**src/rtl/ahblite_busmatrix_inputstage_sys.sv**
```systemverilog
// ahblite_busmatrix_inputstage_sys: SYS master input stage with SUB decode, address hold and default ERROR subordinate.
// Define INPUTSTAGE_BYPASS_EN to pass granted transfers straight through instead of always registering them.
module ahblite_busmatrix_inputstage_sys #(
    parameter logic [31:0] SUB_BASE = 32'h0000_0000,
    parameter logic [31:0] SUB_MASK = 32'hE000_0000
) (
    input  logic        HCLK,
    input  logic        HRESETn,
    input  logic        HSEL_SYS,
    input  logic [31:0] HADDR_SYS,
    input  logic [1:0]  HTRANS_SYS,
    input  logic        HWRITE_SYS,
    input  logic [2:0]  HSIZE_SYS,
    input  logic [2:0]  HBURST_SYS,
    input  logic [3:0]  HPROT_SYS,
    input  logic        HREADY_SYS,
    output logic        HREADYOUT_SYS,
    output logic        HRESP_SYS,
    input  logic        ACTIVE_Outputstage_SUB,
    input  logic        HREADY_Outputstage_SUB,
    input  logic        HREADYOUT_Outputstage_SUB,
    input  logic        HRESP_Outputstage_SUB,
    output logic        REQ_SYS,
    output logic        HSEL_Inputstage_SYS,
    output logic [31:0] HADDR_Inputstage_SYS,
    output logic [1:0]  HTRANS_Inputstage_SYS,
    output logic        HWRITE_Inputstage_SYS,
    output logic [2:0]  HSIZE_Inputstage_SYS,
    output logic [2:0]  HBURST_Inputstage_SYS,
    output logic [3:0]  HPROT_Inputstage_SYS
);
    typedef enum logic [1:0] {DEF_IDLE, DEF_ERR1, DEF_ERR2} def_t;
    def_t        def_q, def_d;
    logic        pend, dphase_sub;
    logic [31:0] h_addr;
    logic [1:0]  h_trans;
    logic        h_write;
    logic [2:0]  h_size, h_burst;
    logic [3:0]  h_prot;
    logic        live, hit, accept, sub_live, capture, launch, seq;

    assign live     = HSEL_SYS & HREADY_SYS & HTRANS_SYS[1];
    assign hit      = (HADDR_SYS & SUB_MASK) == SUB_BASE;
    assign accept   = ACTIVE_Outputstage_SUB & HREADY_Outputstage_SUB;
    assign sub_live = live & hit & ~pend;
    assign seq      = HTRANS_SYS == 2'b11;
    assign REQ_SYS  = pend | (live & hit);

`ifdef INPUTSTAGE_BYPASS_EN
    assign capture               = sub_live & ~accept;
    assign launch                = (pend | sub_live) & accept;
    assign HSEL_Inputstage_SYS   = pend | (HSEL_SYS & hit);
    assign HADDR_Inputstage_SYS  = pend ? h_addr : HADDR_SYS;
    assign HTRANS_Inputstage_SYS = pend ? h_trans : (HSEL_SYS & hit & HREADY_SYS) ? HTRANS_SYS : 2'b00;
    assign HWRITE_Inputstage_SYS = pend ? h_write : HWRITE_SYS;
    assign HSIZE_Inputstage_SYS  = pend ? h_size : HSIZE_SYS;
    assign HBURST_Inputstage_SYS = pend ? h_burst : HBURST_SYS;
    assign HPROT_Inputstage_SYS  = pend ? h_prot : HPROT_SYS;
`else
    assign capture               = sub_live;
    assign launch                = pend & accept;
    assign HSEL_Inputstage_SYS   = pend;
    assign HADDR_Inputstage_SYS  = h_addr;
    assign HTRANS_Inputstage_SYS = pend ? h_trans : 2'b00;
    assign HWRITE_Inputstage_SYS = h_write;
    assign HSIZE_Inputstage_SYS  = h_size;
    assign HBURST_Inputstage_SYS = h_burst;
    assign HPROT_Inputstage_SYS  = h_prot;
`endif

    // A held SEQ may follow a lost grant, so it restarts as NONSEQ INCR.
    always_ff @(posedge HCLK or negedge HRESETn)
        if (!HRESETn) begin
            def_q      <= DEF_IDLE;
            pend       <= 1'b0;
            dphase_sub <= 1'b0;
            h_addr     <= '0;
            h_trans    <= '0;
            h_write    <= 1'b0;
            h_size     <= '0;
            h_burst    <= '0;
            h_prot     <= '0;
        end else begin
            def_q      <= def_d;
            pend       <= capture | (pend & ~accept);
            dphase_sub <= launch | (dphase_sub & ~HREADYOUT_Outputstage_SUB);
            if (capture) begin
                h_addr  <= HADDR_SYS;
                h_trans <= seq ? 2'b10 : HTRANS_SYS;
                h_write <= HWRITE_SYS;
                h_size  <= HSIZE_SYS;
                h_burst <= seq ? 3'b001 : HBURST_SYS;
                h_prot  <= HPROT_SYS;
            end
        end

    always_comb begin
        def_d         = DEF_IDLE;
        HREADYOUT_SYS = 1'b1;
        HRESP_SYS     = 1'b0;
        def_d         = (def_q == DEF_ERR1) ? DEF_ERR2 : (live & ~hit) ? DEF_ERR1 : DEF_IDLE;
        HREADYOUT_SYS = pend ? 1'b0 : (def_q == DEF_ERR1) ? 1'b0 : (def_q == DEF_ERR2) ? 1'b1 :
                        dphase_sub ? HREADYOUT_Outputstage_SUB : 1'b1;
        HRESP_SYS     = pend ? 1'b0 : (def_q != DEF_IDLE) ? 1'b1 : dphase_sub ? HRESP_Outputstage_SUB : 1'b0;
    end
endmodule
```
**config.mk**
```make
export PLATFORM = sky130hd
export DESIGN_NAME = ahblite_busmatrix_inputstage_sys
export DESIGN_NICKNAME = d
export VERILOG_FILES = /design/src/rtl/ahblite_busmatrix_inputstage_sys.sv
export SDC_FILE = /design/constraint.sdc
export NUM_CORES = 1
export LEC_CHECK = 0
export CORE_MARGIN = 2
export CORE_UTILIZATION = 43
export CTS_BUF_LIST = sky130_fd_sc_hd__clkbuf_16
export DETAILED_ROUTE_END_ITERATION = 10
export PLACE_DENSITY_LB_ADDON = 0.3
export SYNTH_ARGS = -nofsm -noshare
export SYNTH_HDL_FRONTEND = slang
export SYNTH_SLANG_ARGS = --single-unit
```
**constraint.sdc**
```tcl
create_clock -name HCLK -period 4.03 [get_ports HCLK]
set_input_delay 0.403 -clock HCLK [delete_from_list [all_inputs] [get_ports HCLK]]
set_output_delay 0.403 -clock HCLK [all_outputs]
set_load 0.05 [all_outputs]
```
* Yosys cells after proc, flatten, opt, wreduce, memory -nomap -nowiden *
Cells that the tools add are included.

operators by class
  equal/unequal tests = 3
  muxes and demuxes = 12
  bitwise operators = 16
  reductions and logical operators = 2

operators by type and width
  kind                                                                    count
  32-bit zero test                                                        1
  1-bit AND                                                               9
  1-bit two-way mux                                                       8
  2-bit two-way mux                                                       3
  2-bit equality test (second input constant)                             2
  1-bit NOT                                                               4
  3-bit two-way mux                                                       1
  1-bit bitwise OR                                                        3
  2-bit by 1-bit equality test with 1-bit output (second input constant)  1
  2-bit nonzero test                                                      1

storage, ports and cells
  register bits after elaboration = 49
  input port bits = 53
  output and inout bits = 49
  logic and storage cells = 42

* Depth between registers and ports, before layout *
Gate-level depths: netlist of the first run.

  word-level depth = 5
  mapped depth = 5
  mapped depth without buffers = 3

* Worst setup path after synthesis of the first run *
No wires, ideal clock.

  path type = register to output
  start = register dphase_sub
  end = output HREADYOUT_SYS
  data arrival time = 1.485 ns
  data required time = 3.627 ns
  setup slack = 2.142 ns
  cell stages (with the launch flop) = 4
  path buffers = 0
  path through = dfrtp_1 -> nor2b_1 -> maj3_1 -> nor2_1

between the ends
  longest elaborated chain between the ends = 4

RTL lines
  what                             RTL line  text
  start, declared                  34        logic pend, dphase_sub;
  start signal, assigned           86        dphase_sub <= launch | (dphase_sub & ~HREADYOUT_Outputstage_SUB);
  1-bit two-way mux                103       dphase_sub ? HREADYOUT_Outputstage_SUB : 1'b1;
  1-bit two-way mux (3 in series)  102       HREADYOUT_SYS = pend ? 1'b0 : (def_q == DEF_ERR1) ? 1'b0 : (def_q == DEF_ERR2) ? 1'b1 :
  end, declared                    17        output logic HREADYOUT_SYS,

No other way between the ends.

* Worst setup path after layout of the first run *
  start = input HREADYOUT_Outputstage_SUB
  end = output HREADYOUT_SYS

between the ends
  longest elaborated chain between the ends = 4

RTL lines
  what                             RTL line  text
  start, declared                  21        input logic HREADYOUT_Outputstage_SUB,
  1-bit two-way mux                103
  1-bit two-way mux (3 in series)  102

No other way between the ends.

==> metrics.csv, run 1 <==
stage,metric,value,unit
place,dp_cells,274,
synthesis,synth_edf_count,0,
finish,drive_gt1_share,20.2,%
timing,drv_slew,0,
clocking,clk_latency,0.28,ns
timing,hold_violations,0,
synthesis,synth_cells,123,
setup_path,required,3.63,ns
synthesis,synthTopCellsByCount,"dfrtp_1, mux2_4, nor2b_1",
synthesis,syn_area,2050,µm²
synthesis,async_flop_share,100,%
routing,drc,0,
clocking,clock-sinks,49,
synthesis,yosys.area_share.xor_xnor,0,%
clocking,root_buffer,clkbuf_16,
clocking,post_cts_buffers,0,
floorplanning,ios,102,
setup_path,cp_max_fo,2,
setup_path,reg2reg_slack,2.18,ns
setup_path,critical_path_class,input pin to output pin,
routing,drtIter0Drc,49,
job,cap_violations,0,
place,port_buffers,101,
finish,nNetsFinal,280,
setup_path,crit_path_start_kind,input pin,
global_routing,grt_pass1_vias,1360,
synthesis,muxShareOfSynthArea,27.4,%
setup_path,worstPathArrival,2.18,ns
synthesis,synth_cell_types,23,
routing,via_per_inst,4.66,
floorplanning,rows,25,
synthesis,ys_ff_latch,49,
power,p_leak,1.42,nW
finish,fin_area,3180,µm²
timing,rsz0062_at_grt,false,
synthesis,synth_top_family_by_area,multiplexers,
finish,syn2layout_area_growth,55.7,%
finish,antennaDiodeCount,0,
synthesis,synthesis.nets,176,
timing,max_slew.worst_pin.slew,1.05,ns
timing,slew_headroom,30.3,%
clocking,clk_pin_slew,0.06,ns
run_status,status,"finished, final reports clean",
clocking,cts_resized,0,
setup_path,crit_path_end_kind,output pin,
global_routing,grt_pass1_wl,6.38,mm
timing,max_freq,387,MHz
routing,routed_wl,4.11,mm
global_routing,grt.total_usage,15.8,%
synthesis,synthAdderAreaFrac,0.489,%
finish,post-route-util,68.3,%
power,p_per_area,557,nW/µm²
clocking,cts_max_level,2,
floorplanning,die_area,5330,µm²
global_routing,grt.overflow.total,0,
setup_path,r2r_cells,3,
timing,setup_violations,0,
floorplanning,initial_core_util,43.9,%
synthesis,synth_compound_area_share,1.10,%
min_path,hp-class,input pin to asynchronous set/reset pin,
clocking,cts_hold_buffers,0,
timing,fin_skew,0.000999,ns
timing,post-route-min-period,2.59,ns
finish,num-fill-cells,341,
synthesis,synth-simple-area-share,6.12,%
place,gp_congestion,0.726,
finish,final_cells,282,
floorplanning,fp.dieW,73.0,µm
routing,wl_per_cell,14.6,µm
synthesis,synth.yosys.seq_area_share,59.9,%
routing,ant_nets,0,
synthesis,yosysTopAreaCellShare,59.9,%
clocking,numCtsBuffers,5,
synthesis,synth_area_leaders,"dfrtp_1, mux2_4, buf_12, mux2_2, nor2b_1",
timing,min_period_over_period,64.2,%
synthesis,yosys.cell_count.top_type,dfrtp_1,
clocking,cts_tree,done,
synthesis,synth_warnings,0,
power,fin_total_pwr,1.77,mW
global_routing,grt_max_degree,50,
synthesis,avgSynthCellArea,16.6,µm²
floorplanning,die_height,73.0,µm
synthesis,netlist.top_cell.by_area,dfrtp_1,
routing,vias,1315,
place,dp_hpwl,2.96,mm
power,peakVddDrop,331,µV
routing,dr.pass1.iters,2,
synthesis,yosys_most_used_dff,dfrtp_1,
timing,setup-tns-final,0,ns
floorplanning,fp.coreArea,4660,µm²
place,placed_cell_area,3050,µm²
global_routing,grt_antenna_before_repair,0,
clocking,cts_buffer_depth,2,
-- cell families after synthesis --
kind of cell | count (synthesis)
AND/OR/NAND/NOR | 21
buffers and inverters | 9
multiplexers | 40
flip-flops | 49
AO/OA/AOI/OAI | 3
adder cells (fa/ha/maj) | 1
-- worst max-delay path: stages --
cell,delay (ns)
clkdlybuf4s50_1,0.47
nor2b_1,0.05
maj3_1,0.35
nor2_1,0.10
clkdlybuf4s50_1,0.81
-- placed cells by master (no fill, tap or decap), drive strengths merged --
| cell type | count |
|---|---|
| buf | 2 |
| mux2 | 38 |
| a41o | 1 |
| nor2b | 6 |
| dfrtp | 49 |
| nor2 | 2 |
| a211oi | 1 |
| nand2b | 1 |
| maj3 | 1 |
| nor3b | 1 |
| clkdlybuf4s50 | 100 |
| clkinv | 3 |
| clkbuf | 5 |
| nor3 | 2 |
| mux2i | 2 |
| and2 | 3 |
| inv | 4 |
| o21ai | 1 |
| or2 | 1 |
| nand2 | 3 |
| nand3 | 2 |
-- routing by layer --
metal | vias up | track usage [%] | wire length (µm)
met1 | 625 | 19.8 | 1750
met3 | 4 | 6.35 | 386
li1 | 627 | - | -
met4 | 0 | 6.79 | 45
met2 | 59 | 24.3 | 1930
met5 | - | 0 | 0
-- state kept, by name (all words and copies together), names as in the netlist --
name                   count
dphase_sub                 1
def_q                      2
HSEL_Inputstage_SYS        1
HBURST_Inputstage_SYS      3
HSIZE_Inputstage_SYS       3
h_trans                    2
HWRITE_Inputstage_SYS      1
HADDR_Inputstage_SYS      32
HPROT_Inputstage_SYS       4
-- through the flow --
| stage | hold WS (ns) | worst slack (ns) |
|---|---|---|
| 2_1_floorplan | 0.107 | 2.14 |
| 3_3_place_gp | 0.448 | 1.47 |
| 5_1_grt | 0.416 | 1.39 |
| 4_1_cts | 0.359 | 1.44 |
| 6_report | 0.312 | 1.44 |
| 3_5_place_dp | 0.455 | 1.46 |
-- worst paths after layout --
| path | from | end |
|---|---|---|
| worst max-delay path | HREADYOUT_Outputstage_SUB | HREADYOUT_SYS |
| worst min-delay path | HRESETn | HADDR_Inputstage_SYS[11] |
| worst max register to register | HSEL_Inputstage_SYS | HPROT_Inputstage_SYS[3] |
| worst min register to register | h_trans[1] | h_trans[1] |
| max in group asynchronous | HRESETn | HPROT_Inputstage_SYS[3] |
| min in group HCLK | h_trans[1] | h_trans[1] |
-- layout make-up --
class / count / area [µm²] / share of cell area [%]
Sequential cell: 49 / 1230 / 38.5
Timing Repair Buffer: 102 / 1010 / 31.8
Clock inverter: 3 / 12.5 / 0.393
Inverter: 4 / 15.0 / 0.472
Tap cell: 54 / 67.6 / 2.12
Clock buffer: 5 / 125 / 3.93
Multi-Input combinational cell: 65 / 724 / 22.8
-- where the power goes --
part           total [mW]  switching [mW]  internal, mW
Sequential          0.640          0.0563         0.583
Combinational       0.750           0.444         0.306
Clock               0.385           0.161         0.224
Total                1.77           0.661          1.11
(Power assumes the default switching activity.)
==> inputs of run 2 (changes only) <==
CORE_UTILIZATION = 36   (was 43)
clock period = 2.1 ns   (was 4.03 ns; I/O delays follow)
==> metrics.csv, run 2 (same netlist as run 1, synthesis figures left out) <==
stage,metric,value,unit
run_status,status,"finished, final reports clean",
timing,drv_slew,0,
global_routing,grt.total_usage,14.2,%
power,cell_internal_pwr,2.29,mW
job,cap_violations,0,
floorplanning,die_height,79.4,µm
place,gp_congestion,0.679,
clocking,clk_latency,0.28,ns
routing,ant_nets,0,
finish,nNetsFinal,283,
clocking,root_buffer,clkbuf_16,
setup_path,crit_family,buffers and inverters,
clocking,cts_max_level,2,
power,peakVddDrop,476,µV
global_routing,grt_max_degree,27,
timing,min_period_over_period,88.5,%
setup_path,crit_path_start_kind,register,
global_routing,grt_antenna_before_repair,0,
timing,hold_violations,0,
finish,syn2layout_area_growth,61.7,%
routing,drtIter0Drc,28,
floorplanning,initial_core_util,37.2,%
floorplanning,fp.coreArea,5510,µm²
finish,layout_common_cells,"clkdlybuf4s50_1, dfrtp_1, mux2_4",
routing,routed_wl,4.26,mm
place,port_buffers,101,
global_routing,grt_pass1_wl,6.75,mm
timing,setup-tns-final,0,ns
power,p_seq_share,34.4,%
clocking,numCtsBuffers,5,
clocking,cts_tree,done,
routing,dr.pass1.iters,4,
min_path,hp-class,input pin to asynchronous set/reset pin,
place,dp_cells,294,
global_routing,grt.overflow.total,0,
timing,max_slew.worst_pin.slew,0.572,ns
routing,wl_per_cell,14.1,µm
power,p_switching,1.28,mW
floorplanning,die_area,6300,µm²
setup_path,cp_slowest_cell,clkdlybuf4s50_1,
setup_path,reg2reg_slack,0.60,ns
floorplanning,rows,27,
power,swShare,35.9,%
power,clockPowerShare,24.1,%
routing,drc,0,
clocking,clock-sinks,49,
setup_path,cp_max_fo,8,
setup_path,critical_path_class,register to output pin,
clocking,cts_buffer_depth,2,
setup_path,path_cells,clkdlybuf4s50_1,
power,p_per_area,1080,nW/µm²
floorplanning,ios,102,
setup_path,cpPeakStageDelay,0.87,ns
place,dp_hpwl,3.13,mm
setup_path,cp.depth,1,
setup_path,required,1.89,ns
floorplanning,fp.dieW,79.4,µm
routing,via_per_inst,4.35,
clocking,clk_pin_slew,0.06,ns
timing,post-route-min-period,1.86,ns
setup_path,crit_path_end_kind,output pin,
timing,fin_skew,0.00367,ns
power,p_leak,1.47,nW
finish,final_common_cell,clkdlybuf4s50_1,
timing,setup_violations,0,
timing,slew_headroom,61.9,%
routing,vias,1317,
finish,drive_gt1_share,22.9,%
setup_path,path_buf_inv,1,
finish,final_cells,303,
timing,rsz0062_at_grt,false,
finish,largest_reg_flops,32,
finish,antennaDiodeCount,0,
setup_path,worstPathArrival,1.65,ns
setup_path,r2r_cells,3,
global_routing,grt_pass1_vias,1371,
timing,max_freq,538,MHz
power,p_comb_share,41.5,%
==> run 2: cell types whose count changed in the layout (fill, tap and decap cells not counted), sizes merged <==
cell / before / now
buf: 2 / 9
clkdlybuf4s50: 100 / 95
clkinv: 3 / 1
bufinv: 0 / 1
dlygate4sd3: 0 / 1
inv: 4 / 5
==> run 2: stage by stage <==
stage	setup slack (ns)	instance area [µm²]	hold slack (ns)	utilization, %	power [mW]
after detailed placement	0.156	3130	0.247	56.9	2.73
after global routing	0.179	3310	0.489	60.1	3.74
after CTS	0.209	3310	0.468	60.1	3.62
final	0.242	3310	0.458	60.1	3.58
after global placement	0.202	3130	0.245	56.9	2.73
after floorplan	0.405	2050	-0.0856	-	2.15
==> run 2: layer usage <==
metal | GRT usage, % | wire (µm) | vias up
li1 | - | - | 630
met1 | 19.2 | 1960 | 610
met3 | 5.32 | 380 | 6
met2 | 20.8 | 1850 | 71
met5 | 0 | 0 | -
met4 | 5.17 | 59 | 0
==> run 2: final timing paths <==
kind                                            end           startpoint
max                             HSEL_Inputstage_SYS  HSEL_Inputstage_SYS
min                        HADDR_Inputstage_SYS[14]              HRESETn
max reg2reg                 HADDR_Inputstage_SYS[5]  HSEL_Inputstage_SYS
min reg2reg                              h_trans[1]           h_trans[1]
max in group asynchronous   HADDR_Inputstage_SYS[1]              HRESETn
min in group HCLK                        h_trans[1]           h_trans[1]
==> run 2: area by class of cell <==
| cell class | instances | area [µm²] |
|---|---|---|
| Clock buffer | 5 | 125 |
| Clock inverter | 3 | 37.5 |
| Fill cell | 439 | 2200 |
| Inverter | 4 | 15.0 |
| Multi-Input combinational cell | 65 | 724 |
| Sequential cell | 49 | 1230 |
| Tap cell | 72 | 90.1 |
| Timing Repair Buffer | 105 | 1090 |
==> run 2: power groups by stage <==
stage,sequential (mW),combinational [mW],clock (mW)
2_1_floorplan,1.82,0.329,0
3_3_place_gp,1.25,1.48,0
3_5_place_dp,1.24,1.49,0
4_1_cts,1.23,1.50,0.891
5_1_grt,1.25,1.54,0.946
6_report,1.23,1.49,0.863
==> run 2: timing repair <==
item | 4_1_cts | 5_1_grt
endpoints found under the setup margin | 0 | 0
buffers inserted | 0 | 0
gates resized for setup | 0 | 0
hold buffers | 1 | 0
endpoints found under the hold margin | 24 | 0
